$ cat src/rtl/std_pair_streamer.sv
// Pair FIFO feeding the std_x/std_y channels of the contrast comparator; keeps x/y halves aligned per pair.
// Optional stall counter enabled by defining SSIM_STD_STALL_CNT_EN.
module std_pair_streamer #(
    parameter int DATA_WIDTH = 32,
    parameter int DEPTH      = 4,
    parameter int ADDR_WIDTH = 2
) (
    input  logic                  clk,
    input  logic                  rst_n,
    input  logic [DATA_WIDTH-1:0] in_x,
    input  logic [DATA_WIDTH-1:0] in_y,
    input  logic                  in_valid,
    output logic                  in_ready,
    output logic [DATA_WIDTH-1:0] std_x,
    output logic                  std_x_valid,
    input  logic                  std_x_ready,
    output logic [DATA_WIDTH-1:0] std_y,
    output logic                  std_y_valid,
    input  logic                  std_y_ready,
`ifdef SSIM_STD_STALL_CNT_EN
    input  logic                  stall_clr,
    output logic [15:0]           stall_cycles,
`endif
    output logic [ADDR_WIDTH:0]   fifo_count
);

    typedef enum logic [1:0] {
        PAIR_IDLE   = 2'b00,
        PAIR_X_SENT = 2'b01,
        PAIR_Y_SENT = 2'b10
    } pair_state_t;

    localparam logic [ADDR_WIDTH-1:0] PTR_ONE    = {{(ADDR_WIDTH-1){1'b0}}, 1'b1};
    localparam logic [ADDR_WIDTH:0]   CNT_ONE    = {{ADDR_WIDTH{1'b0}}, 1'b1};
    localparam logic [ADDR_WIDTH:0]   CNT_ZERO   = {(ADDR_WIDTH+1){1'b0}};
    localparam logic [ADDR_WIDTH:0]   CNT_FULL   = (ADDR_WIDTH+1)'(DEPTH);

    logic [DATA_WIDTH-1:0] mem_x_r [DEPTH];
    logic [DATA_WIDTH-1:0] mem_y_r [DEPTH];
    logic [ADDR_WIDTH-1:0] wr_ptr_r;
    logic [ADDR_WIDTH-1:0] rd_ptr_r;
    logic [ADDR_WIDTH:0]   count_r;
    pair_state_t           pair_state_r;

    logic                  not_empty_s;
    logic                  x_done_s;
    logic                  y_done_s;
    logic                  x_fire_s;
    logic                  y_fire_s;
    logic                  push_s;
    logic                  pop_s;
    logic [ADDR_WIDTH:0]   count_nxt_s;

    assign not_empty_s = (count_r != CNT_ZERO);
    assign x_done_s    = (pair_state_r == PAIR_X_SENT);
    assign y_done_s    = (pair_state_r == PAIR_Y_SENT);

    // Outputs are pure functions of registered state; data is gated to zero while empty.
    assign in_ready    = (count_r != CNT_FULL);
    assign std_x_valid = not_empty_s & ~x_done_s;
    assign std_y_valid = not_empty_s & ~y_done_s;
    assign std_x       = not_empty_s ? mem_x_r[rd_ptr_r] : {DATA_WIDTH{1'b0}};
    assign std_y       = not_empty_s ? mem_y_r[rd_ptr_r] : {DATA_WIDTH{1'b0}};
    assign fifo_count  = count_r;

    assign x_fire_s = std_x_valid & std_x_ready;
    assign y_fire_s = std_y_valid & std_y_ready;
    assign push_s   = in_valid & in_ready;
    // A pair retires once each half has either fired now or fired earlier.
    assign pop_s    = not_empty_s & (x_fire_s | x_done_s) & (y_fire_s | y_done_s);

    // Next occupancy: simultaneous push and pop leave the count unchanged.
    always_comb begin
        count_nxt_s = count_r;
        if (push_s && !pop_s) begin
            count_nxt_s = count_r + CNT_ONE;
        end else if (pop_s && !push_s) begin
            count_nxt_s = count_r - CNT_ONE;
        end else begin
            count_nxt_s = count_r;
        end
    end

    // Pair storage is intentionally not reset; unread entries are never exposed.
    always_ff @(posedge clk) begin
        if (push_s) begin
            mem_x_r[wr_ptr_r] <= in_x;
            mem_y_r[wr_ptr_r] <= in_y;
        end
    end

    // Pointer and occupancy bookkeeping.
    always_ff @(posedge clk or negedge rst_n) begin
        if (!rst_n) begin
            wr_ptr_r <= {ADDR_WIDTH{1'b0}};
            rd_ptr_r <= {ADDR_WIDTH{1'b0}};
            count_r  <= CNT_ZERO;
        end else begin
            if (push_s) begin
                wr_ptr_r <= wr_ptr_r + PTR_ONE;
            end
            if (pop_s) begin
                rd_ptr_r <= rd_ptr_r + PTR_ONE;
            end
            count_r <= count_nxt_s;
        end
    end

    // Per-pair handshake tracker: remembers which half of the head pair has already gone out.
    always_ff @(posedge clk or negedge rst_n) begin
        if (!rst_n) begin
            pair_state_r <= PAIR_IDLE;
        end else if (pop_s) begin
            pair_state_r <= PAIR_IDLE;
        end else begin
            case (pair_state_r)
                PAIR_IDLE: begin
                    if (x_fire_s) begin
                        pair_state_r <= PAIR_X_SENT;
                    end else if (y_fire_s) begin
                        pair_state_r <= PAIR_Y_SENT;
                    end else begin
                        pair_state_r <= PAIR_IDLE;
                    end
                end
                PAIR_X_SENT: pair_state_r <= PAIR_X_SENT;
                PAIR_Y_SENT: pair_state_r <= PAIR_Y_SENT;
                default:     pair_state_r <= PAIR_IDLE;
            endcase
        end
    end

`ifdef SSIM_STD_STALL_CNT_EN
    logic [15:0] stall_cycles_r;
    logic        stall_s;

    assign stall_s      = (std_x_valid & ~std_x_ready) | (std_y_valid & ~std_y_ready);
    assign stall_cycles = stall_cycles_r;

    // Saturating backpressure counter; a clear request takes priority over counting.
    always_ff @(posedge clk or negedge rst_n) begin
        if (!rst_n) begin
            stall_cycles_r <= 16'h0000;
        end else if (stall_clr) begin
            stall_cycles_r <= 16'h0000;
        end else if (stall_s && (stall_cycles_r != 16'hFFFF)) begin
            stall_cycles_r <= stall_cycles_r + 16'h0001;
        end else begin
            stall_cycles_r <= stall_cycles_r;
        end
    end
`endif

endmodule

$ cat config.mk
export PLATFORM = sky130hd
export DESIGN_NAME = std_pair_streamer
export DESIGN_NICKNAME = d
export VERILOG_FILES = /design/src/rtl/std_pair_streamer.sv
export SDC_FILE = /design/constraint.sdc
export NUM_CORES = 1
export LEC_CHECK = 0
export ABC_CLOCK_PERIOD_IN_PS = 2970
export CELL_PAD_IN_SITES_DETAIL_PLACEMENT = 0
export CELL_PAD_IN_SITES_GLOBAL_PLACEMENT = 1
export CORE_MARGIN = 10
export CORE_UTILIZATION = 47
export CTS_CLUSTER_DIAMETER = 50
export DETAILED_ROUTE_END_ITERATION = 10
export PLACE_DENSITY = 0.88
export SETUP_SLACK_MARGIN = 0.02
export SLEW_MARGIN = 5
export SYNTH_ARGS = -nofsm -noshare
export SYNTH_HDL_FRONTEND = slang
export SYNTH_SLANG_ARGS = --single-unit
$ cat constraint.sdc
create_clock -name clk -period 2.97 [get_ports clk]
set_input_delay 0.594 -clock clk [delete_from_list [all_inputs] [get_ports clk]]
set_output_delay 0.594 -clock clk [all_outputs]
set_load 0.02 [all_outputs]
==> results.cfg <==
[status]
status = completed

[routing]
finalWirelength_mm = 21.0
wl_per_cell_um = 22.9
antenna_left = 0
drc = 0
drtIter0Drc = 244
vias_per_cell = 5.39
num_vias = 4950
dr.pass1.iters = 4

[final_layout]
drive_gt1_share_pct = 22.5
syn_to_final_growth_pct = 25.9
layout_common_cells = edfxtp_1 (256), clkdlybuf4s50_1 (74), mux4_2 (64), and2_1 (63), dlygate4sd2_1 (49)
nets = 698
mostFrequentLayoutCell = edfxtp_1
fillers = 1478

[critical_path]
path_max_fanout = 7
reg2reg_to = fifo_count[2]
arrival_ps = 2280
crit_end = std_y[23]
startpoint_type = flop
reg2regPathDepth = 8
r2r_slack_ps = 760
end_kind = output pin
crit_type = flop to output pin
required_ps = 2380
r2r_start = fifo_count[2]
cp-startpoint = rd_ptr_r[0]

[die]
die_h_um = 167
num_io_pins = 139
start_util_pct = 48.1
die_x_um = 167
die_area_um2 = 27900
rows = 53
core_um2 = 21200

[min_path]
hp-class = input pin to asynchronous set/reset pin

[clock_network]
cts.htree.levels = 1
cts_made_buffers = 27
cts_tree = built
clk_latency_ps = 520
cts_root_buffer = clkbuf_16
cts.path.max_buffers = 3
clk_pin_slew_ps = 60
cts.sinks = 265

[yosys]
yosys.area.top_type_share_pct = 75.5
postSynthAreaPerCell_um2 = 22.4
synthFlopType = edfxtp_1
syn-num-nets = 529
ys_seq_area_share_pct = 77.7
synth_seq_cells = 265
netlist_area_um2 = 10200
synth_edf_count = 256
synthTopCellsByArea = edfxtp_1 (76%), mux4_2 (14%), and2_1 (3.9%)
ys_types = 24
async_flop_share_pct = 3.40
yosysWarningCount = 0
synthCells = 454
yosysTopAreaCell = edfxtp_1

[power]
power_frac_comb_pct = 40.0
powerDensity_nw_per_um2 = 1060
p_seq_share_pct = 38.3
swShare_pct = 32.6
intPower_w = 0.00917
switchingPower_w = 0.00443
cellLeakagePower_nw = 4.34
ir_drop_uv = 669
p_total_w = 0.0136
p_clk_share_pct = 21.7

[timing]
rsz0062_at_grt = false
finalHoldViolations = 0
fin_crit_sh_pct = 96.8
fmax_mhz = 348
fin_crit_ps = 2880
finalSetupTns_ps = 0
skew_ps = 20.3
setup_ws_ps = 94.0
maxSlewHeadroom_pct = 60.4
hold_ws_ps = 384
drv_slew = 0
worst_pin_slew_ps = 594
setup_viol = 0

[placement]
port_buffers = 138
dpl.hpwl_mm = 12.7
place.gp.congestion = 0.736
pre_cts_slack_ps = 249

[grt]
grt_pass1_wl_mm = 32.9
track_usage_pct = 14.9
grt_pass1_vias = 5539
grt_max_degree = 65
grt_overflow = 0
antenna_found_initial = 2

[job]
maxCapViolCount = 0
## what timing repair did
item,CTS,global route
setup endpoints to repair,64,50
hold buffers,0,0
buffers inserted,5,0
cloned,2,1
gates resized for setup,110,9
## cells by family after synthesis
kind of cell	Yosys count	synth area share, %
xor gates and xnor gates	6	0.516
and+or+nand+nor	82	4.86
muxes	66	14.4
adders and majority gates	6	0.811
AOI/OAI and AO/OA	5	0.270
DFF	265	77.7
buffers and inverters	24	1.41
## stage by stage
| stage | utilization, % | cells | cell area [µm²] |
|---|---|---|---|
| final | 60.6 | 918 | 12800 |
| after global routing | 60.5 | 917 | 12800 |
| after CTS | 60.5 | 915 | 12800 |
| after detailed placement | 56.7 | 861 | 12000 |
| after global placement | 56.7 | 861 | 12000 |
| after floorplan | - | 454 | 10200 |
## sequential cells by signal (all words and copies together), names as in the netlist
| name | count |
|---|---|
| fifo_count | 3 |
| mem_y_r | 128 |
| mem_x_r | 128 |
| rd_ptr_r | 2 |
| pair_state_r | 2 |
| wr_ptr_r | 2 |
## worst max-delay path, stage by stage (launching register included)
cell and delay, ps:
dfrtp_4 480, buf_12 140, clkbuf_16 170, mux4_2 490, and2_1 170, dlygate4sd2_1 320
## final cells by class
class	instances	area, µm²	area share, %
tap	275	344	2.69
timing repair buffer	161	1610	12.6
sequential	265	7920	61.8
clock inverter	11	61.3	0.479
clock buffer	36	709	5.54
antenna	2	5.00	0.0391
inverter	3	11.3	0.0879
multi-input combinational	165	2140	16.7
## layer usage
layer | global-route usage (%) | share of wire [%] | vias to the layer above
met2 | 25.5 | 51 | 156
met3 | 3.63 | 6.4 | 32
met5 | 0 | 0 | -
li1 | - | - | 2189
met1 | 18.8 | 41 | 2573
met4 | 3.67 | 1.8 | 0
## how the worst min path moves through the flow
stage,slack (ps),depth (start not counted),endpoint
6_report,380,1,fifo_count[2]
5_1_grt,400,1,fifo_count[1]
4_1_cts,380,1,fifo_count[0]
3_5_place_dp,570,2,pair_state_r[1]
3_3_place_gp,520,2,pair_state_r[0]
2_1_floorplan,300,0,fifo_count[0]
## power groups by stage
stage               logic, W  registers (W)  clock network, W
CTS                  0.00558        0.00522           0.00302
floorplan            0.00337        0.00522                 0
finish               0.00544        0.00521           0.00295
detailed placement   0.00576        0.00531                 0
global route         0.00587        0.00528           0.00317
global placement     0.00570        0.00525                 0
## cells in the mapped netlist (2+ instances only)
| library cell | number |
|---|---|
| a21oi_1 | 3 |
| edfxtp_1 | 256 |
| clkbuf_1 | 7 |
| and3_1 | 4 |
| mux2_2 | 2 |
| mux4_2 | 64 |
| buf_4 | 2 |
| buf_2 | 7 |
| xor2_1 | 3 |
| and2_1 | 64 |
| nor2_1 | 4 |
| dfrtp_1 | 9 |
| ha_1 | 5 |
| xnor2_1 | 3 |
| buf_6 | 5 |
| nand2_1 | 3 |
| inv_1 | 3 |
| nor2b_1 | 4 |
(Power assumes the default switching activity.)
